==> src/rtl/serial_adder_pkg.sv <==
// Shared types and defaults for the bit-serial adder.
package serial_adder_pkg;

    localparam int DEFAULT_WIDTH = 8;

    typedef enum logic [1:0] {
        IDLE = 2'd0,
        RUN  = 2'd1,
        DONE = 2'd2
    } state_t;

endpackage

==> src/rtl/serial_adder_if.sv <==
// Operand/result handshake bundle for serial_adder.
// The optional subtract port and the overflow flag exist only with SERIAL_ADDER_SUB_EN.
interface serial_adder_if
    import serial_adder_pkg::*;
#(
    parameter int WIDTH = DEFAULT_WIDTH
);
    logic             in_valid;
    logic             in_ready;
    logic [WIDTH-1:0] a;
    logic [WIDTH-1:0] b;
    logic             cin;
    logic             out_valid;
    logic             out_ready;
    logic [WIDTH-1:0] sum;
    logic             cout;
`ifdef SERIAL_ADDER_SUB_EN
    logic             sub;
    logic             ovf;

    modport master (output in_valid, a, b, cin, sub, out_ready,
                    input  in_ready, out_valid, sum, cout, ovf);
    modport slave  (input  in_valid, a, b, cin, sub, out_ready,
                    output in_ready, out_valid, sum, cout, ovf);
`else
    modport master (output in_valid, a, b, cin, out_ready,
                    input  in_ready, out_valid, sum, cout);
    modport slave  (input  in_valid, a, b, cin, out_ready,
                    output in_ready, out_valid, sum, cout);
`endif
endinterface

==> src/rtl/serial_adder_cell.sv <==
// Combinational 1-bit full adder; the only arithmetic in the serial adder.
module full_adder_cell (
    input  logic a,
    input  logic b,
    input  logic cin,
    output logic sum,
    output logic carry
);
    assign sum   = a ^ b ^ cin;
    assign carry = (a & b) | (b & cin) | (a & cin);
endmodule

==> src/rtl/serial_adder.sv <==
// Bit-serial WIDTH-bit adder: operands stream LSB-first through one full-adder cell.
// Optional macro SERIAL_ADDER_SUB_EN adds a subtract mode and a signed-overflow flag.
module serial_adder
    import serial_adder_pkg::*;
#(
    parameter int WIDTH = DEFAULT_WIDTH
) (
    input logic           clk,
    input logic           rst_n,
    serial_adder_if.slave bus
);
    localparam int CW = $clog2(WIDTH);

    state_t           state, state_nxt;
    logic [WIDTH-1:0] a_q, b_q, sum_q;
    logic             carry_q, cout_q;
    logic [CW-1:0]    cnt;
    logic             cell_sum, cell_carry, last_bit, load_sub;
`ifdef SERIAL_ADDER_SUB_EN
    logic             ovf_q;

    assign load_sub = bus.sub;
    assign bus.ovf  = ovf_q;
`else
    assign load_sub = 1'b0;
`endif

    full_adder_cell u_cell (
        .a     (a_q[0]),
        .b     (b_q[0]),
        .cin   (carry_q),
        .sum   (cell_sum),
        .carry (cell_carry)
    );

    assign last_bit = (cnt == CW'(WIDTH - 1));
    assign bus.sum  = sum_q;
    assign bus.cout = cout_q;

    always_ff @(posedge clk or negedge rst_n) begin
        if (!rst_n) state <= IDLE;
        else        state <= state_nxt;
    end

    always_comb begin
        state_nxt     = state;
        bus.in_ready  = 1'b0;
        bus.out_valid = 1'b0;
        case (state)
            IDLE: begin
                bus.in_ready = 1'b1;
                if (bus.in_valid) state_nxt = RUN;
            end
            RUN: begin
                if (last_bit) state_nxt = DONE;
            end
            DONE: begin
                bus.out_valid = 1'b1;
                if (bus.out_ready) state_nxt = IDLE;
            end
            default: state_nxt = IDLE;
        endcase
    end

    // Subtract is a + ~b + 1: invert B on load and seed the carry with 1.
    always_ff @(posedge clk or negedge rst_n) begin
        if (!rst_n) begin
            a_q     <= '0;
            b_q     <= '0;
            sum_q   <= '0;
            carry_q <= 1'b0;
            cout_q  <= 1'b0;
            cnt     <= '0;
`ifdef SERIAL_ADDER_SUB_EN
            ovf_q   <= 1'b0;
`endif
        end else begin
            case (state)
                IDLE: begin
                    if (bus.in_valid) begin
                        a_q     <= bus.a;
                        b_q     <= load_sub ? ~bus.b : bus.b;
                        carry_q <= load_sub | bus.cin;
                        cnt     <= '0;
                    end
                end
                RUN: begin
                    sum_q   <= {cell_sum, sum_q[WIDTH-1:1]};
                    a_q     <= a_q >> 1;
                    b_q     <= b_q >> 1;
                    carry_q <= cell_carry;
                    cnt     <= cnt + CW'(1);
                    if (last_bit) begin
                        cout_q <= cell_carry;
`ifdef SERIAL_ADDER_SUB_EN
                        ovf_q  <= carry_q ^ cell_carry;
`endif
                    end
                end
                default: ;
            endcase
        end
    end
endmodule

==> src/flat_wrapper.sv <==
// flat-port wrapper written by rule: the top's interface ports become plain ports
module serial_adder_flat import serial_adder_pkg::*;
#(
    parameter int WIDTH = DEFAULT_WIDTH
)
  (clk, rst_n, bus_in_valid, bus_a, bus_b, bus_cin, bus_out_ready, bus_in_ready, bus_out_valid, bus_sum, bus_cout);
  serial_adder_if #(.WIDTH(WIDTH)) bus_i ();
  input logic clk;
  input logic rst_n;
  input wire logic [$bits(bus_i.in_valid)-1:0] bus_in_valid;
  input wire logic [$bits(bus_i.a)-1:0] bus_a;
  input wire logic [$bits(bus_i.b)-1:0] bus_b;
  input wire logic [$bits(bus_i.cin)-1:0] bus_cin;
  input wire logic [$bits(bus_i.out_ready)-1:0] bus_out_ready;
  output wire logic [$bits(bus_i.in_ready)-1:0] bus_in_ready;
  output wire logic [$bits(bus_i.out_valid)-1:0] bus_out_valid;
  output wire logic [$bits(bus_i.sum)-1:0] bus_sum;
  output wire logic [$bits(bus_i.cout)-1:0] bus_cout;
  assign bus_i.in_valid = bus_in_valid;
  assign bus_i.a = bus_a;
  assign bus_i.b = bus_b;
  assign bus_i.cin = bus_cin;
  assign bus_i.out_ready = bus_out_ready;
  assign bus_in_ready = bus_i.in_ready;
  assign bus_out_valid = bus_i.out_valid;
  assign bus_sum = bus_i.sum;
  assign bus_cout = bus_i.cout;
  serial_adder #(.WIDTH(WIDTH)) u_core (.clk(clk), .rst_n(rst_n), .bus(bus_i));
endmodule
==> config.mk <==
export PLATFORM = sky130hd
export DESIGN_NAME = serial_adder_flat
export DESIGN_NICKNAME = d
export VERILOG_FILES = /design/src/rtl/serial_adder_pkg.sv /design/src/rtl/serial_adder_if.sv /design/src/rtl/serial_adder_cell.sv /design/src/rtl/serial_adder.sv /design/src/flat_wrapper.sv
export SDC_FILE = /design/constraint.sdc
export NUM_CORES = 1
export LEC_CHECK = 0
export CORE_ASPECT_RATIO = 0.5
export CORE_MARGIN = 5
export CORE_UTILIZATION = 49
export DETAILED_ROUTE_END_ITERATION = 16
export PLACE_DENSITY = 0.8
export SLEW_MARGIN = 25
export SYNTH_ARGS = -nofsm -noshare
export SYNTH_HDL_FRONTEND = slang
export SYNTH_SLANG_ARGS = --single-unit
==> constraint.sdc <==
create_clock -name clk -period 1.6 [get_ports clk]
set_input_delay 0.24 -clock clk [delete_from_list [all_inputs] [get_ports clk]]
set_output_delay 0.24 -clock clk [all_outputs]
set_load 0.03 [all_outputs]
# Yosys cells after proc, flatten, opt, wreduce, memory -nomap -nowiden
# Cells that the tools add are included.
[totals] register_bits=31 wordCells=40 input_bits=21 out_inout_bits=11
[op_classes] bitwise=7 n_mux=14 n_reduce_logical=5 eq_ne=6 n_addsub=1
[ops] op="$pmux W8 S2" n=2
[ops] op="$mux W8" n=2
[ops] op="$mux W2" n=3
[ops] op="$pmux W2 S3" n=1
[ops] op="$pmux W3 S2" n=1
[ops] op="$ne A2 B2 Y1 const B" n=2
[ops] op="$reduce_and A2 Y1" n=2
[ops] op="$add A3 B1 Y3 const B" n=1
[ops] op="$and A1 B1 Y1" n=3
[ops] op="$eq A3 B3 Y1 const B" n=1
[ops] op="$mux W1" n=3
[ops] op="$mux W3" n=1
[ops] op="$reduce_and A3 Y1" n=1
[ops] op="$eq A2 B1 Y1 const B" n=1
[ops] op="$eq A2 B2 Y1 const B" n=1
[ops] op="$logic_not A2 Y1" n=1
[ops] op="$ne A2 B1 Y1 const B" n=1
[ops] op="$or A1 B1 Y1" n=2
[ops] op="$pmux W1 S2" n=1
[ops] op="$reduce_bool A2 Y1" n=1
[ops] op="$xor A1 B1 Y1" n=2

# Logic depth before layout (Yosys ltp)
[depth] ltp_word=4 ltp_mapped=5 ltp_nobuf=4

# Modules after synthesis
# A second synthesis with hierarchy kept.
[hier_totals] hier_cells=130 hier_area_um2=1393.8
[modules_own_cells] module="serial_adder" cells_each=129 area_per_inst_um2=1373.8 seq_area_each_um2=775.7 instances=1
[modules_own_cells] module="full_adder_cell" cells_each=1 area_per_inst_um2=20.0 seq_area_each_um2=0.0 instances=1

# Worst setup path before layout
# Ideal clock, no wire load.
[synth_path] path_type="register -> register" start="register u_core.state[0]" end="register u_core.a_q[0]" setup_time_ns=0.166 path_buffers=3 synth_period_minus_slack_ns=1.548 required_time_ns=1.434 setup_slack_ns=0.052 arrival_ns=1.383 path_stages_with_launch=6 path_cell_list="dfrtp_1 buf_6 buf_6 buf_2 nor2_1 a222oi_1"
[synth_via] elab_chain_cells=3 elab_cells_between_ends=6 classes_between="eq/ne: 2; mux: 1; reduce/logical: 3"
[synth_lines] item="start: declaration" line_no="serial_adder.sv:14" rtl="state_t state, state_nxt;"
[synth_lines] item="start signal: assignment" line_no="serial_adder.sv:42" rtl="else state <= state_nxt;"
[synth_lines] item="$eq A2 B1 Y1 or $logic_not A2 Y1 (tied branches)" line_no="serial_adder.sv:78" rtl="case (state)"
[synth_lines] item="$reduce_bool A2 Y1 (no source line) or $ne A2 B2 Y1 (tied branches)"
[synth_lines] item="$reduce_and A2 Y1 (no source line)"
[synth_lines] item="end signal: assignment" line_no="serial_adder.sv:81" rtl="a_q <= bus.a;"
[synth_lines] item="end signal: assignment" line_no="serial_adder.sv:89" rtl="a_q <= a_q >> 1;"
[synth_lines] item="end: declaration" line_no="serial_adder.sv:15" rtl="logic [WIDTH-1:0] a_q, b_q, sum_q;"
# Parallel ways exist; a longest one is shown, timed or not.
# A chain may end at the register's enable or synchronous reset.

# Worst setup path after layout
[layout_path] start="register u_core.sum_q[3], in the netlist u_core.bus.sum[3]" end="output bus_sum[3]"
[layout_rtl] item="start: declaration" line_no="serial_adder.sv:15"
[layout_rtl] item="start signal: assignment" line_no="serial_adder.sv:88" rtl="sum_q <= {cell_sum, sum_q[WIDTH-1:1]};"
[layout_rtl] item="end: declaration" line_no="flat_wrapper.sv:17" rtl="output wire logic [$bits(bus_i.sum)-1:0] bus_sum;"
# No word-level cell between the ends.

==> results.cfg <==
[clocking]
holdBufCountCts = 0
root_buffer = clkbuf_8
clock_latency_ns = 0.28
clk_pin_slew_ns = 0.06
htreeDepth = 2
numCtsBuffers = 5
clk_path_buf_depth = 2
cts_tree = done
cts_sinks = 31

[routing]
first_iter_violations = 42
ant_nets = 0
vias = 1058
drt-pass1-iter-count = 4
vias_per_cell = 5.454
drt_wl_total_um = 2946
wl_per_cell_um = 15.19
drcViolationCount = 0

[setup_path]
critPathRequiredTime_ns = 1.36
critPathBufInv = 1
end_kind = output port
critPathMaxFanout = 3
crit_type = flip-flop to output port
worstSetupStartpointType = flip-flop
arrival_ns = 1.30
cp_cell_sequence = clkdlybuf4s50_1
crit_family = buffers and inverters
slowest_delay_ns = 0.67
cp_slowest_cell = clkdlybuf4s50_1

[synth]
synthXorXnorAreaFrac = 0
synthCells = 113
seq_area_frac_synth = 0.5241
synth_fa_ha_area_frac = 0.03043
syn_avg_cell_area_um2 = 13.10
synth-main-ff-cell = dfrtp_1
synth_top_family_by_area = simple AND/OR/NAND/NOR gates
synth_compound_area_frac = 0.1488
synthArstFlopShare = 1.000
synth_seq_cells = 31
netlist_area_um2 = 1480
synthDistinctLibCells = 28
synthesis.nets = 137
yosys.area_share.simple = 0.1606
synth-edff-count = 0
yosysWarningCount = 0
synthMuxAreaShare = 0.07523

[sta]
timing.fmax_mhz = 647.5
timing.final.max_slew_violations = 0
period_share = 0.9652
rsz0062_at_grt = false
final-setup-viol-count = 0
worst_slew_pin_slew_ns = 0.4235
hold_viol_final = 0
hold-worst-slack_ns = 0.3472
fin_skew_ns = 0.005495
final.min_clock_period_ns = 1.544
max_slew_margin = 0.7176

[floorplan]
dieArea_um2 = 4287
ioPinCount = 32
rows = 14
start_util = 0.5030
die_y_um = 48.87
coreArea_um2 = 2943
dieWidth_um = 87.73

[job]
drv_cap = 0

[grt]
grt_max_degree = 32
antenna_found_initial = 0
overflow = 0
grt_usage = 0.1507
grt_first_pass_wirelength_um = 4954
grt_pass1_vias = 1030

[cells_and_area]
fin_area_um2 = 2018
fin_util = 0.6858
area_growth_pct = 36.35
layout-drive-gt1-share = 0.2922
regArea_um2 = 777.0
nNetsFinal = 177
n_antenna_cell = 0
multi_input_area_um2 = 621.8
fillers = 211

[worst_hold_path]
hold_class = primary input to async pin

[placement]
placed_area_um2 = 1867
io_buffer_count = 31
dp_hpwl_um = 2096
place.gp.congestion = 0.7774

[power_and_ir_drop]
power_density_nw_per_um2 = 2021
p_leak_uw = 0.0009008
vdd_drop_max_mv = 0.9630

[run_status]
status = finished clean
## cell usage in the layout (no fill, tap or decap), drive strengths merged, types with 2 or more instances in the layout
cell            n
nor4b           3
mux2            9
ha              2
or4b            9
nor4bb          2
dfrtp          31
a22o            2
a211o           2
buf            14
a222oi          3
inv             7
clkbuf          6
nand2b          4
clkdlybuf4s50  25
nor3b           5
a211oi          3
dlymetal6s2s    4
o221a           9
nor2b           4
## kinds of logic after synthesis
group	after synthesis
compound gates	23
fa+ha+maj	3
buf+inv	17
flops	31
mux	10
simple gates	29
## synthesized netlist by cell type, types with 2 or more instances
library cell	n	area [µm²]
nor3b_1	5	37.54
ha_1	2	25.02
dfrtp_1	31	775.7
mux2_2	9	101.4
a22o_1	2	17.52
buf_2	6	30.03
nor4bb_1	2	20.02
a211o_1	2	17.52
a222oi_1	3	30.03
nand2b_1	4	25.02
inv_1	7	26.28
nor4b_1	3	26.28
buf_6	2	22.52
or4b_1	9	90.09
o221a_2	9	101.4
a211oi_1	3	22.52
nor2b_1	3	18.77
## timing repair
item	CTS	global route
buffers inserted	1	0
endpoints found under the setup margin	1	5
gates resized for setup	1	8
## stage by stage
| step | cells | worst slack, ns | power [µW] | setup TNS, ns |
|---|---|---|---|---|
| after global placement | 185 | 0.01281 | 3210 | 0 |
| after global routing | 194 | 0.002185 | 4347 | 0 |
| final | 194 | 0.05567 | 4079 | 0 |
| after detailed placement | 185 | -0.02217 | 3280 | -0.04015 |
| after floorplan | 113 | 0.05160 | 2635 | 0 |
| after CTS | 194 | 0.0005702 | 4087 | 0 |
## final timing paths
kind                                        start               to  slack (ns)  cells past startpoint
worst max-delay path            u_core.bus.sum[3]       bus_sum[3]        0.06                      1
worst min-delay path                        rst_n    u_core.b_q[7]        0.35                      2
worst max register to register    u_core.state[1]    u_core.a_q[2]        0.15                      3
worst min register to register      u_core.cnt[0]    u_core.cnt[0]        0.49                      1
max in group asynchronous                   rst_n  u_core.state[0]        0.95                      2
min in group clk                    u_core.cnt[0]    u_core.cnt[0]        0.49                      1
## registers in the layout (all words and copies together), names as in the netlist
register,flops
u_core.a_q,8
u_core.b_q,8
u_core.bus.sum,8
u_core.cnt,3
u_core.state,2
u_core.bus.cout,1
u_core.carry_q,1
## metal layers
layer,share of wire,GRT usage
met3,0.052,0.04890
met4,0.0068,0.05612
met2,0.48,0.2238
met1,0.46,0.2044
met5,0,0
## report_power, final
part	internal [µW]	total [µW]	switching, µW
clock	503	777	274
combinational	1010	1910	900
sequential	1170	1390	220
total	2690	4080	1390
## layout make-up
class	count	share of cell area
sequential	31	0.3850
multi-input combinational	65	0.3081
timing repair buffer	43	0.2108
clock buffer	6	0.04092
tap	40	0.02480
clock inverter	2	0.01736
inverter	7	0.01302
Power figures use the tool's default switching activity.
==> patch, RTL diff (same settings) <==
Change the package constant `DEFAULT_WIDTH` from 8 to 16.
--- a/src/rtl/serial_adder_pkg.sv
+++ b/src/rtl/serial_adder_pkg.sv
@@ -1,7 +1,7 @@
 // Shared types and defaults for the bit-serial adder.
 package serial_adder_pkg;
 
-    localparam int DEFAULT_WIDTH = 8;
+    localparam int DEFAULT_WIDTH = 16;
 
     typedef enum logic [1:0] {
         IDLE = 2'd0,
Interface: changed (resized bus_a, bus_b and bus_sum); port bits go from 32 to 56. No check against the original RTL was run, so the function may have changed too.
==> patch against the original RTL <==
  * Setup slack better by 7.1 ps
  * Core utilization down 1.6 points
  * Wire length grew 86%
  * Maximum frequency is 0.46% higher
  * Non-clock buffer count grew 29
  * Cell area up 66%
  * Area after synthesis up 73%
  * Global-route usage grew 2.1 points
  * Sequential cell count grew 25
  * Total power up 50%
  * Combinational power rose by 51%
  * Clock power up 3.6%
  * Register-to-register slack worse by 90 ps
==> patch: results (changes against the original RTL) <==
* Status: finished clean
* CP max stage cell: dfrtp_1
* Dpl hpwl at 3998 µm (+91%)
* Slowest stage delay, CP at 400 ps (-270 ps)
* Nets@finish at 327 (+85%)
* Clock network fraction of total power at 13.2% (-5.9 points)
* Sequential group power at 2420 µW (+74%)
* First-pass GRT wire length at 9411 µm (+90%)
* Syn Area/Cell at 11.29 µm² (-14%)
* Worst vdd ir at 0.8462 mV (-12%)
* Clock Skews at 6.259 ps (+0.7636 ps)
* Synth area leaders: dfrtp_1 55%, mux2_2 7.5%, a22oi_1 6.2%
* Relative slew slack at 74.82% (+3.1 points)
* GRT Overall Usage at 17.17% (+2.1 points)
* Switching power total at 2389 µW (+71%)
* Area post-placement at 3249 µm² (+74%)
* Share of layout cells above drive strength 1 at 20.07% (-9.2 points)
* Clock transition at path regs at 100 ps (+40 ps)
* Cell Area, Synth at 2562 µm² (+73%)
* P_leak at 0.001504 µW (+67%)
* Vias in the first global route at 1966 (+91%)
* Non-Filler Instances at 359 (+85%)
* Clock latency at the later pin of the worst-skew pair at 300 ps (+20 ps)
* Initial DRC count at 126 (+200%)
* # port buffers at 55 (+77%)
* Critical path fanouts, max at 19 (+16)
* Total routed wirelength at 5492 µm (+86%)
* Dpl ws at -95.48 ps (-73.31 ps)
* Gpl congestion at 0.8489 (+9.2%)
* Syn Nets at 266 (+94%)
* CP Data Arrival Time at 1720 ps (+420 ps)
* Clock group power at 805 µW (+3.6%)
* Placed Cells incl. Taps at 350 (+89%)
* Worst reg-to-reg path cell count at 6 (+3)
* Vias/cell at 5.443 (-0.20%)
-- patch: worst paths after layout --
kind	start	end	slack [ps]
max	u_core.state[0]	u_core.a_q[7]	60
min	rst_n	u_core.b_q[9]	460
max reg2reg	u_core.state[0]	u_core.a_q[7]	60
min reg2reg	u_core.b_q[4]	u_core.b_q[4]	500
max in group asynchronous	rst_n	u_core.state[1]	880
min in group clk	u_core.b_q[4]	u_core.b_q[4]	500
-- patch: worst min-delay path, cell delays in order --
cell and delay (ps):
dlygate4sd3_1 520, buf_2 120, buf_12 270
-- patch: layout make-up --
type / count / area (µm²) / area share, %
multi-input cells: 150 / 1054 / 31.46
inverters: 3 / 11.26 / 0.3363
repair buffers: 72 / 696.9 / 20.81
well taps: 70 / 87.58 / 2.616
clock inverters: 2 / 13.76 / 0.4111
flip-flops and latches: 56 / 1403 / 41.89
clock buffers: 6 / 82.58 / 2.466
-- patch: timing repair --
| item | CTS | global route |
|---|---|---|
| setup endpoints to repair | 15 | 15 |
| hold buffers | 1 | 0 |
| gates resized for setup | 17 | 8 |
| setup buffers | 0 | 0 |
| endpoints found under the hold margin | 56 | 0 |
-- patch: cell families after synthesis --
logic type	Yosys count	synth area share (%)
buf+inv	21	4.590
mux	19	8.301
fa+ha+maj	2	1.269
compound gates	85	22.31
flops	56	54.69
simple gates	44	8.838
-- patch: metal layers --
layer | global-route usage [%] | wire (µm) | vias to the layer above
li1 | - | - | 931
met1 | 22.71 | 2619 | 978
met2 | 28.70 | 2597 | 39
met3 | 3.925 | 205 | 6
met4 | 6.336 | 70 | 0
met5 | 0 | 0 | -
